===== src/rtl/cpu_types_pkg.sv =====
// Shared types for the memory arbiter: RAM status, arbiter states, grant owner
// and the word returned to a requester whose access was aborted.
package cpu_types_pkg;

    typedef enum logic [1:0] {
        FREE   = 2'd0,
        BUSY   = 2'd1,
        ACCESS = 2'd2,
        ERROR  = 2'd3
    } ramstate_t;

    typedef enum logic [1:0] {
        IDLE   = 2'd0,
        IGRANT = 2'd1,
        DGRANT = 2'd2
    } arbstate_t;

    typedef enum logic {
        INSTR = 1'b0,
        DATA  = 1'b1
    } grant_t;

    localparam logic [31:0] ARB_BAD_WORD = 32'hBAD1BAD1;

endpackage


===== src/rtl/arb_watchdog.sv =====
// Saturating 8-bit cycle counter that flags an access which has been
// outstanding for TIMEOUT_CYCLES grant cycles.
module arb_watchdog #(
    parameter int unsigned TIMEOUT_CYCLES = 255
) (
    input  logic clk_i,
    input  logic rst_ni,
    input  logic clr_i,
    input  logic en_i,
    output logic expire_o
);
    localparam logic [7:0] LIMIT = 8'(TIMEOUT_CYCLES);

    logic [7:0] count_q;

    always_ff @(posedge clk_i or negedge rst_ni) begin
        if (!rst_ni) begin
            count_q <= '0;
        end else if (clr_i) begin
            count_q <= '0;
        end else if (en_i && (count_q != 8'hFF)) begin
            count_q <= count_q + 8'd1;
        end
    end

    assign expire_o = (count_q >= LIMIT);

endmodule


===== src/rtl/memory_arbiter.sv =====
// Shares the single RAM port between instruction fetch and data access.
// Define ARB_RR_EN to alternate grants on contention; otherwise data always wins.
module memory_arbiter
    import cpu_types_pkg::*;
#(
    parameter int unsigned TIMEOUT_CYCLES = 255
) (
    input  logic        CLK,
    input  logic        nRST,
    input  logic        iREN,
    input  logic [31:0] iaddr,
    output logic        iwait,
    output logic [31:0] iload,
    input  logic        dREN,
    input  logic        dWEN,
    input  logic [31:0] daddr,
    input  logic [31:0] dstore,
    output logic        dwait,
    output logic [31:0] dload,
    output logic        ramREN,
    output logic        ramWEN,
    output logic [31:0] ramaddr,
    output logic [31:0] ramstore,
    input  logic [31:0] ramload,
    input  ramstate_t   ramstate,
    output logic        arb_err
);
    arbstate_t state_q;
    logic      arb_err_q;

    logic i_req;
    logic d_req;
    logic req_live;
    logic complete;
    logic abort;
    logic withdraw;
    logic finish;
    logic wd_expire;
    logic pick_data;

    assign i_req = iREN;
    assign d_req = dREN | dWEN;

    always_comb begin
        case (state_q)
            IGRANT:  req_live = i_req;
            DGRANT:  req_live = d_req;
            default: req_live = 1'b0;
        endcase
    end

    // A RAM acknowledge in the same cycle as expiry still counts as completion.
    assign complete = req_live && (ramstate == ACCESS);
    assign abort    = req_live && !complete && ((ramstate == ERROR) || wd_expire);
    assign withdraw = (state_q != IDLE) && !req_live;
    assign finish   = complete || abort;

    arb_watchdog #(
        .TIMEOUT_CYCLES(TIMEOUT_CYCLES)
    ) u_watchdog (
        .clk_i   (CLK),
        .rst_ni  (nRST),
        .clr_i   (state_q == IDLE),
        .en_i    ((state_q != IDLE) && (ramstate != ACCESS)),
        .expire_o(wd_expire)
    );

`ifdef ARB_RR_EN
    grant_t last_grant_q;

    always_ff @(posedge CLK or negedge nRST) begin
        if (!nRST) begin
            last_grant_q <= INSTR;
        end else if (finish) begin
            last_grant_q <= (state_q == DGRANT) ? DATA : INSTR;
        end
    end

    assign pick_data = d_req && (!i_req || (last_grant_q == INSTR));
`else
    assign pick_data = d_req;
`endif

    always_ff @(posedge CLK or negedge nRST) begin
        if (!nRST) begin
            state_q   <= IDLE;
            arb_err_q <= 1'b0;
        end else begin
            arb_err_q <= abort;
            case (state_q)
                IDLE: begin
                    if (pick_data) begin
                        state_q <= DGRANT;
                    end else if (i_req) begin
                        state_q <= IGRANT;
                    end
                end
                IGRANT, DGRANT: begin
                    if (finish || withdraw) begin
                        state_q <= IDLE;
                    end
                end
                default: state_q <= IDLE;
            endcase
        end
    end

    assign arb_err = arb_err_q;

    // RAM side is driven straight from the granted port so a withdrawal
    // drops the strobes in the same cycle.
    always_comb begin
        ramREN   = 1'b0;
        ramWEN   = 1'b0;
        ramaddr  = '0;
        ramstore = '0;
        iwait    = i_req;
        dwait    = d_req;
        iload    = '0;
        dload    = '0;
        case (state_q)
            IGRANT: begin
                ramaddr = iaddr;
                ramREN  = iREN;
                iwait   = req_live && !finish;
                iload   = abort ? ARB_BAD_WORD : ramload;
            end
            DGRANT: begin
                ramaddr  = daddr;
                ramstore = dstore;
                ramWEN   = dWEN;
                ramREN   = dREN && !dWEN;
                dwait    = req_live && !finish;
                dload    = abort ? ARB_BAD_WORD : ramload;
            end
            default: ;
        endcase
    end

endmodule

===== config.mk =====
export PLATFORM = sky130hd
export DESIGN_NAME = memory_arbiter
export DESIGN_NICKNAME = d
export VERILOG_FILES = /design/src/rtl/cpu_types_pkg.sv /design/src/rtl/arb_watchdog.sv /design/src/rtl/memory_arbiter.sv
export SDC_FILE = /design/constraint.sdc
export NUM_CORES = 1
export LEC_CHECK = 0
export BUFFER_PORTS_ARGS = -buffer_cell sky130_fd_sc_hd__buf_4
export CAP_MARGIN = 20
export CORE_AREA = 2 2 104 106
export DETAILED_ROUTE_END_ITERATION = 7
export DIE_AREA = 0 0 106 108
export GPL_TIMING_DRIVEN = 0
export HOLD_SLACK_MARGIN = 0.03
export PLACE_DENSITY_LB_ADDON = 0.1
export SYNTH_ARGS = -nofsm -noshare
export SYNTH_HDL_FRONTEND = slang
export SYNTH_HIERARCHICAL = 1
export SYNTH_SLANG_ARGS = --single-unit
export TNS_END_PERCENT = 10

===== constraint.sdc =====
create_clock -name CLK -period 5 [get_ports CLK]
set_input_delay 0.5 -clock CLK [delete_from_list [all_inputs] [get_ports CLK]]
set_output_delay 0.5 -clock CLK [all_outputs]
set_load 0.1 [all_outputs]

==> results of run 1 <==
## final cells by class
cell class	count	area share, %
timing repair buffer	267	48.6
multi-input combinational	222	35.7
sequential	11	6.67
tap	136	4.13
buffer	27	3.22
clock buffer	4	1.09
inverter	6	0.546
## worst max-delay path, cell delays in order, from the launching register on
cell	delay, ns
dfrtp_1	0.41
ha_1	0.25
and4_4	0.20
nand2_1	0.09
inv_1	0.07
mux2i_1	0.16
a211oi_2	0.09
nor2b_1	0.25
clkbuf_1	0.34
and2_1	0.19
buf_4	0.29
## synthesized netlist by cell type (2+ instances only)
library cell / instances / area share [%]
and2_1: 62 / 20
o21a_1: 36 / 14
nor2_1: 34 / 6.7
a22oi_1: 32 / 13
clkbuf_1: 16 / 3.2
dfrtp_1: 11 / 14
a21oi_1: 7 / 1.8
buf_4: 6 / 2.4
inv_1: 5 / 0.99
ha_1: 4 / 2.6
nand2_1: 4 / 0.79
nor2b_1: 4 / 1.3
nor3_1: 4 / 1.1
buf_1: 3 / 0.59
mux2i_1: 3 / 1.6
a31oi_1: 2 / 0.66
and3_1: 2 / 0.66
and4_1: 2 / 0.92
nand2b_1: 2 / 0.66
nand3_1: 2 / 0.53
## cell families after synthesis
family / share of synthesized area [%]
simple gates: 36.9
compound gates: 35.5
buf+inv: 8.15
flops: 14.5
mux: 2.37
fa+ha+maj: 2.63
## placed cells by master (no fill, tap or decap), types with 2 or more instances in the layout
master,instances
buf_4,273
and4_1,2
clkbuf_8,3
and2_1,62
a22oi_1,32
mux2i_1,3
inv_1,5
nor2_1,34
and3_1,2
a31oi_1,2
a21oi_1,7
dfrtp_1,11
clkbuf_1,17
nor2b_1,4
nand3_1,2
nand2b_1,2
o21a_1,36
nor3_1,4
buf_1,3
ha_1,4
nand2_1,4
## final timing paths
| path | startpoint | endpoint | slack (ns) | cells past startpoint |
|---|---|---|---|---|
| min | nRST | u_watchdog/count_q[2]$_DFFE_PN0P_ | 0.09 | 1 |
| min in group CLK | u_watchdog/count_q[3]$_DFFE_PN0P_ | u_watchdog/count_q[3]$_DFFE_PN0P_ | 0.54 | 1 |
| max | u_watchdog/count_q[0]$_DFFE_PN0P_ | dload[18] | 1.92 | 10 |
| min reg2reg | u_watchdog/count_q[3]$_DFFE_PN0P_ | u_watchdog/count_q[3]$_DFFE_PN0P_ | 0.54 | 1 |
| max in group asynchronous | nRST | u_watchdog/count_q[5]$_DFFE_PN0P_ | 4.76 | 1 |
| max reg2reg | u_watchdog/count_q[0]$_DFFE_PN0P_ | arb_err$_DFF_PN0_ | 3.05 | 8 |
## metrics by stage
| stage | utilization [%] | worst slack [ns] | std cells | hold slack [ns] |
|---|---|---|---|---|
| detailed placement | 39.9 | 2.19 | 669 | 0.347 |
| global placement | 39.9 | 2.22 | 669 | 0.344 |
| finish | 40.3 | 1.92 | 673 | 0.0868 |
| floorplan | - | 1.70 | 266 | 0.204 |
| CTS | 40.3 | 1.90 | 673 | 0.0925 |
| global route | 40.3 | 1.71 | 673 | 0.0975 |
## routing by layer
metal | up-vias | share of wire, % | track usage (%)
li1 | 1479 | - | -
met1 | 1334 | 39 | 20.7
met2 | 130 | 52 | 33.3
met3 | 10 | 7.8 | 5.30
met4 | 0 | 1.4 | 2.35
met5 | - | 0 | 0
## registers in the layout (all words and copies together), names as in the netlist
name	count
u_watchdog/count_q	8
arb_err	1
state_q	2
==> impl_metrics.py, run 1 <==
metrics = {
    "synth": {
        "postSynthCellCount": 266,
        "ys.flop_type": "dfrtp_1",
        "synth_edf_count": 0,
        "ys_warn_count": 6,
        "ys_types": 45,
        "yosysSeqAreaShare_pct": 14.5,
        "netlist_area_um2": 1900,
        "ys_seq_elements": 11,
        "async_reset_ff_share_pct": 100,
        "syn_avg_cell_area_um2": 7.16,
        "syn_nets": 405,
    },
    "flow_run": {
        "drv_cap": 0,
    },
    "place": {
        "portBuffers": 267,
        "hpwlAfterDp_mm": 9.53,
        "placed_cell_area_um2": 4080,
        "routabilityCongestion": 0.869,
    },
    "timing": {
        "rsz0062_at_grt": "false",
        "slew_viol_final": 0,
        "clock.fmax_ghz": 0.325,
        "worstMarginPinSlew_ns": 0.482,
        "setup_viol": 0,
        "skew_ns": 0.00196,
        "slew_headroom_pct": 67.9,
        "hold_viol": 0,
        "tns_ns": 0,
        "finalCriticalPeriod_ns": 3.08,
        "timing.final.crit_share_pct": 61.5,
    },
    "detailed_routing": {
        "firstDrtPassIters": 4,
        "wl_mm": 11.0,
        "post_drt_wl_per_cell_um": 16.3,
        "drt_iter0_drc": 118,
        "viasPerCell": 4.39,
        "drc_errors": 0,
        "antenna_left": 0,
        "dr_total_vias": 2953,
    },
    "clocking": {
        "cts_tree": "yes",
        "cts_hold_buffers": 0,
        "cts-root-buf": "clkbuf_8",
        "cts_htree_levels": 1,
        "clk_pin_slew_ns": 0.05,
        "numCtsBuffers": 3,
        "clk_path_buf_depth": 2,
        "post_cts_resized": 0,
        "cts_setup_buffers": 0,
        "clkLatencyLatePin_ns": 0.24,
        "clock-sinks": 11,
    },
    "floorplanning": {
        "core_region_area_um2": 10200,
        "start_util_pct": 18.6,
        "row_count": 37,
        "io_pins": 268,
        "dieArea_um2": 11400,
        "die_y_um": 108,
        "fp.dieW_um": 106,
    },
    "grt": {
        "grt.total_usage_pct": 17.8,
        "first_global_vias": 2920,
        "antenna_found_initial": 0,
        "grt_pass1_wl_mm": 16.1,
        "grt_overflow": 0,
        "grt_max_degree": 12,
    },
    "run_status": {
        "status": "complete, no violations",
    },
    "final_layout": {
        "fin_nets": 677,
        "fin_area_um2": 4120,
        "seqCellArea_um2": 275,
        "drive_above_1_share_pct": 53.6,
        "nFillCells": 1086,
        "multiInputGateArea_um2": 1470,
        "antennaDiodeCount": 0,
        "synthToLayoutAreaGrowth_pct": 117,
    },
    "critical_path": {
        "startpoint_type": "flip-flop",
        "path_class": "reg2out",
        "arrival_ns": 2.58,
        "crit_fanout": 10,
        "end_kind": "output pin",
        "required_ns": 4.50,
    },
    "hold_path": {
        "min_path_type": "in2async",
    },
}
Power of run 1 is left out: the tool's default activity adds up to more than one toggle a clock period on the data nets, which glitch-free logic cannot reach.
==> inputs of run 2 (changes only) <==
--- a/config.mk
+++ b/config.mk
@@ -7,9 +7,9 @@
 export LEC_CHECK = 0
 export BUFFER_PORTS_ARGS = -buffer_cell sky130_fd_sc_hd__buf_4
 export CAP_MARGIN = 20
-export CORE_AREA = 2 2 104 106
+export CORE_AREA = 2 2 105 107
 export DETAILED_ROUTE_END_ITERATION = 7
-export DIE_AREA = 0 0 106 108
+export DIE_AREA = 0 0 107 109
 export GPL_TIMING_DRIVEN = 0
 export HOLD_SLACK_MARGIN = 0.03
 export PLACE_DENSITY_LB_ADDON = 0.1
==> constraint.sdc (replaced) <==
create_clock -name CLK -period 2.5 [get_ports CLK]
set_input_delay 0.25 -clock CLK [delete_from_list [all_inputs] [get_ports CLK]]
set_output_delay 0.25 -clock CLK [all_outputs]
set_load 0.1 [all_outputs]
==> run 2 against run 1 <==
The flow now finishes with violations (setup timing). Core utilization up 8.8 points. Register-to-register slack worse by 2.4 ns. Critical endpoint is now dload[13]. Global-route usage down 0.25 points. Critical path depth up 1. Die area up 1.9%. Hold slack better by 0.29 ns. First-iteration DRC count up 1.7%. Design area up 26%.
==> impl_metrics.py, run 2 (synthesis results as in run 1) <==
metrics = {
    "place": {
        "hpwlAfterDp_mm": 9.14,
        "routabilityCongestion": 0.769,
        "portBuffers": 267,
        "dp_slack_ns": -0.195,
    },
    "detailed_routing": {
        "viasPerCell": 4.43,
        "dr_total_vias": 3108,
        "antenna_left": 0,
        "drc_errors": 0,
        "firstDrtPassIters": 4,
        "drt_iter0_drc": 120,
        "wl_mm": 11.5,
        "post_drt_wl_per_cell_um": 16.4,
    },
    "floorplanning": {
        "io_pins": 268,
        "start_util_pct": 18.0,
        "die_y_um": 109,
        "row_count": 38,
        "dieArea_um2": 11700,
        "fp.dieW_um": 107,
        "core_region_area_um2": 10600,
    },
    "clocking": {
        "clock-sinks": 11,
        "cts_tree": "yes",
        "numCtsBuffers": 3,
        "clkLatencyLatePin_ns": 0.23,
        "clk_pin_slew_ns": 0.05,
        "cts-root-buf": "clkbuf_8",
        "clk_path_buf_depth": 2,
        "cts_htree_levels": 1,
    },
    "grt": {
        "grt.total_usage_pct": 17.6,
        "grt_overflow": 0,
        "first_global_vias": 3070,
        "grt_max_degree": 12,
        "antenna_found_initial": 0,
        "grt_pass1_wl_mm": 16.2,
    },
    "final_layout": {
        "fin_nets": 701,
        "final_cell_mix": "227 x buf_4, 52 x and2_1, 49 x buf_12, 32 x a22oi_1, 32 x o21a_1",
        "regMostFlops": "u_watchdog/count_q",
        "drive_above_1_share_pct": 61.7,
        "antennaDiodeCount": 0,
        "mostFrequentLayoutCell": "buf_4",
        "nFillCells": 1020,
        "largest_register_ffs": 8,
        "synthToLayoutAreaGrowth_pct": 174,
    },
    "timing": {
        "setup_slack_ns": -0.0569,
        "worstMarginPinSlew_ns": 0.565,
        "hold_viol": 0,
        "timing.hold.ws_ns": 0.377,
        "clock.fmax_ghz": 0.391,
        "rsz0062_at_grt": "true",
        "slew_headroom_pct": 62.3,
        "slew_viol_final": 0,
        "setup_viol": 25,
        "skew_ns": 0.00365,
        "finalCriticalPeriod_ns": 2.56,
        "timing.final.crit_share_pct": 102,
    },
    "hold_path": {
        "min_path_type": "in2reg",
    },
    "power_and_ir_drop": {
        "vdd_drop_max_mv": 1.25,
        "p_leak_nw": 2.52,
        "pwr_density_cell_nw_per_um2": 1500,
    },
    "critical_path": {
        "crit_path_frequent_cell": "buf_12",
        "required_ns": 2.25,
        "slowest_stage": "dfrtp_1",
        "path_cells": "ha_2 > and4_4 > nand2_4 > inv_4 > mux2i_4 > a211oi_4 > buf_8 > buf_12 > clkbuf_16 > o21a_1 > buf_12",
        "end_kind": "output pin",
        "slowest_delay_ns": 0.37,
        "crit_fanout": 5,
        "arrival_ns": 2.31,
        "path_class": "reg2out",
        "startpoint_type": "flip-flop",
    },
    "run_status": {
        "violations": "setup timing",
        "status": "complete, but fails checks",
    },
    "flow_run": {
        "drv_cap": 0,
    },
}
==> run 2: cell count changes in the layout (fill, tap and decap cells not counted), moves of 3 or more <==
cell,before,now
buf_12,0,49
buf_4,273,227
o21a_4,0,4
inv_1,5,2
clkbuf_1,17,14
nor2_1,34,29
and2_4,0,10
buf_6,1,12
o21a_1,36,32
nor2_2,0,5
and2_1,62,52
buf_8,0,8
==> run 2: where the power goes <==
part	internal, mW	leakage [nW]	total [mW]	switching [mW]
logic	2.03	2.35	7.39	5.36
clock network	0.112	0.0228	0.176	0.0638
registers	0.206	0.150	0.229	0.0235
total	2.35	2.52	7.80	5.45
==> run 2: metrics by stage <==
| stage | cells | util [%] | power [mW] | cell area, um2 | setup TNS (ns) |
|---|---|---|---|---|---|
| finish | 701 | 49.1 | 7.80 | 5210 | -0.689 |
| floorplan | 266 | - | 5.39 | 1930 | -6.72 |
| detailed placement | 673 | 38.7 | 6.79 | 4110 | -3.49 |
| global placement | 673 | 38.7 | 6.77 | 4110 | -3.91 |
| global route | 701 | 49.1 | 8.07 | 5210 | -3.80 |
| CTS | 683 | 45.3 | 7.52 | 4800 | -0.171 |
==> run 2: per-layer routing <==
| metal | track usage, % | share of wire (%) | vias to the layer above |
|---|---|---|---|
| li1 | - | - | 1529 |
| met1 | 18.5 | 34 | 1451 |
| met2 | 34.5 | 57 | 112 |
| met3 | 5.08 | 7.4 | 16 |
| met4 | 3.99 | 1.5 | 0 |
| met5 | 0 | 0 | - |
==> run 2: final timing paths <==
kind	from	to	slack, ns	cells after the start
worst max-delay path	u_watchdog/count_q[1]$_DFFE_PN0P_	dload[13]	-0.06	11
worst min-delay path	iREN	state_q[0]$_DFFE_PN0P_	0.38	3
worst max register to register	u_watchdog/count_q[1]$_DFFE_PN0P_	state_q[0]$_DFFE_PN0P_	0.64	8
worst min register to register	u_watchdog/count_q[3]$_DFFE_PN0P_	u_watchdog/count_q[3]$_DFFE_PN0P_	0.55	1
max in group asynchronous	nRST	arb_err$_DFF_PN0_	1.96	2
min in group asynchronous	nRST	u_watchdog/count_q[0]$_DFFE_PN0P_	0.39	2
==> run 2: worst max-delay path: cells and delay by family, from the launching register on <==
family                   cells  cell delay (ns)
multiplexers                 1             0.06
AND/OR/NAND/NOR              2             0.32
buffers and inverters        5             0.65
AO/OA/AOI/OAI                2             0.47
flip-flops                   1             0.37
adder cells (fa/ha/maj)      1             0.19
==> run 2: final cells by class <==
type	count	area, um2	area share [%]
Tap cell	140	175	3.36
Multi-Input combinational cell	222	1600	30.8
Clock buffer	4	45.0	0.865
Timing Repair Buffer	291	2890	55.5
Sequential cell	11	275	5.28
Inverter	6	27.5	0.528
Buffer	27	193	3.70
==> run 2: repair_timing <==
| item | in CTS | in global routing |
|---|---|---|
| endpoints found under the setup margin | 72 | 71 |
| hold endpoints to repair | 11 | 0 |
| pin swaps | 5 | 14 |
| setup buffers | 5 | 17 |
| hold buffers | 1 | 0 |
| resized for setup | 152 | 58 |
| gates cloned | 0 | 2 |
Note: power is estimated with default switching activity, not from simulation.
==> inputs of run 3 (changes only) <==
--- a/config.mk
+++ b/config.mk
@@ -7,9 +7,9 @@
 export LEC_CHECK = 0
 export BUFFER_PORTS_ARGS = -buffer_cell sky130_fd_sc_hd__buf_4
 export CAP_MARGIN = 20
-export CORE_AREA = 2 2 105 107
+export CORE_AREA = 2 2 103 105
 export DETAILED_ROUTE_END_ITERATION = 7
-export DIE_AREA = 0 0 107 109
+export DIE_AREA = 0 0 105 107
 export GPL_TIMING_DRIVEN = 0
 export HOLD_SLACK_MARGIN = 0.03
 export PLACE_DENSITY_LB_ADDON = 0.1
==> constraint.sdc (replaced) <==
create_clock -name CLK -period 2.59 [get_ports CLK]
set_input_delay 0.259 -clock CLK [delete_from_list [all_inputs] [get_ports CLK]]
set_output_delay 0.259 -clock CLK [all_outputs]
set_load 0.1 [all_outputs]
==> run 3 against run 2 <==
The flow now finishes without violations. Highest routed layer unchanged. Critical path depth is the same. Sequential share of layout area increased by 0.47 points. Largest cell class unchanged. Setup slack better by 0.13 ns. Global-route usage down 0.16 points. Non-clock buffer count fell by 16. Clock skew barely moved. Critical path type unchanged. Core utilization decreased by 1.8 points.
==> impl_metrics.py, run 3 (synthesis results as in run 1) <==
metrics = {
    "final_layout": {
        "fin_area_um2": 4780,
        "mostFrequentLayoutCell": "buf_4",
        "antennaDiodeCount": 0,
        "largest_register_ffs": 8,
        "final_util_pct": 47.4,
        "final_cell_mix": "218 x buf_4, 58 x and2_1, 35 x o21a_1, 34 x nor2_1, 32 x a22oi_1",
        "synthToLayoutAreaGrowth_pct": 151,
        "fin_nets": 685,
        "drive_above_1_share_pct": 57.1,
        "regMostFlops": "u_watchdog/count_q",
    },
    "clocking": {
        "cts_tree": "yes",
        "clk_path_buf_depth": 2,
        "clock-sinks": 11,
        "clkLatencyLatePin_ns": 0.24,
        "cts_htree_levels": 1,
        "numCtsBuffers": 3,
        "clk_pin_slew_ns": 0.05,
        "cts-root-buf": "clkbuf_8",
    },
    "detailed_routing": {
        "antenna_left": 0,
        "drt_iter0_drc": 113,
        "post_drt_wl_per_cell_um": 16.0,
        "wl_mm": 10.9,
        "firstDrtPassIters": 4,
        "drc_errors": 0,
        "viasPerCell": 4.43,
        "dr_total_vias": 3016,
    },
    "timing": {
        "rsz0062_at_grt": "true",
        "setup_slack_ns": 0.0694,
        "finalCriticalPeriod_ns": 2.52,
        "slew_headroom_pct": 64.6,
        "setup_viol": 0,
        "timing.final.crit_share_pct": 97.3,
        "worstMarginPinSlew_ns": 0.531,
        "skew_ns": 0.00375,
        "hold_viol": 0,
        "slew_viol_final": 0,
        "clock.fmax_ghz": 0.397,
    },
    "grt": {
        "grt.total_usage_pct": 17.4,
        "grt_max_degree": 12,
        "first_global_vias": 2980,
        "antenna_found_initial": 0,
        "grt_overflow": 0,
        "grt_pass1_wl_mm": 15.8,
    },
    "place": {
        "routabilityCongestion": 0.778,
        "dp_slack_ns": -0.0313,
        "portBuffers": 267,
        "placed_cell_area_um2": 4090,
        "hpwlAfterDp_mm": 9.00,
    },
    "critical_path": {
        "arrival_ns": 2.26,
        "crit_fanout": 10,
        "slowest_stage": "dfrtp_1",
        "crit_start": "u_watchdog/count_q[0]$_DFFE_PN0P_",
        "rr_startpoint": "state_q[1]$_DFFE_PN0P_",
        "path_class": "reg2out",
        "critPathTopFamily": "buffers and inverters",
        "path_cells": "ha_2 > and4_4 > nand2_2 > inv_2 > mux2i_1 > a211oi_2 > buf_4 > nor2b_4 > clkbuf_4 > and2_1 > buf_12",
        "end_kind": "output pin",
        "required_ns": 2.33,
        "startpoint_type": "flip-flop",
        "path_buf_inv": 4,
        "slowest_delay_ns": 0.37,
    },
    "hold_path": {
        "min_path_type": "in2reg",
        "hp-start": "iREN",
    },
    "floorplanning": {
        "row_count": 37,
        "dieArea_um2": 11200,
        "core_region_area_um2": 10100,
        "io_pins": 268,
        "fp.dieW_um": 105,
        "start_util_pct": 18.9,
        "die_y_um": 107,
    },
    "run_status": {
        "status": "complete, no violations",
    },
    "flow_run": {
        "drv_cap": 0,
    },
}
-- run 3: cell count changes in the layout (fill, tap and decap cells not counted), moves of 6 or more --
cell / change
buf_12: -27
buf_8: +17
buf_4: -9
and2_1: +6
and2_4: -6
-- run 3: final cells by class --
cell class | instances | area [um2]
Multi-Input combinational cell | 222 | 1520
Tap cell | 136 | 170
Clock buffer | 4 | 45.0
Fill cell | 1027 | 5310
Timing Repair Buffer | 275 | 2580
Sequential cell | 11 | 275
Buffer | 27 | 160
Inverter | 6 | 22.5
-- run 3: worst reg2reg max path: cells and delay by family, from the launching register on --
kind	cells	cell delay (ns)
AND/OR/NAND/NOR	1	0.15
flip-flops	1	0.40
adder cells (fa/ha/maj)	1	0.14
AO/OA/AOI/OAI	3	0.81
buffers and inverters	2	0.26
-- run 3: final timing paths --
kind / endpoint / slack (ns) / cells past startpoint
max in group asynchronous: u_watchdog/count_q[6]$_DFFE_PN0P_ / 2.03 / 2
worst min register to register: u_watchdog/count_q[3]$_DFFE_PN0P_ / 0.55 / 1
worst min-delay path: state_q[0]$_DFFE_PN0P_ / 0.35 / 3
worst max register to register: state_q[0]$_DFFE_PN0P_ / 0.74 / 7
min in group asynchronous: u_watchdog/count_q[1]$_DFFE_PN0P_ / 0.40 / 2
worst max-delay path: dload[10] / 0.07 / 11
-- run 3: stage by stage --
stage	TNS, ns	hold WS (ns)	instances
detailed placement	-0.102	0.106	669
global placement	-0.0705	0.108	669
floorplan	-2.47	-0.0366	266
finish	0	0.354	681
CTS	0	0.362	678
global route	-1.46	0.376	681
-- run 3: routing by layer --
metal	routed length [um]	GRT usage, %	vias up
li1	-	-	1492
met2	6160	34.0	103
met1	3760	18.2	1407
met3	724	4.80	14
met4	248	4.67	0
met5	0	0	-
-- run 3: timing repair --
action                     4_1_cts  5_1_grt
setup endpoints to repair       49       64
setup buffers                    4        1
hold endpoints to repair        11        0
hold buffers                     1        0
pin swaps                        4        3
gates cloned                     0        2
gates resized for setup         69       81
Power of run 3 is left out for the same reason.
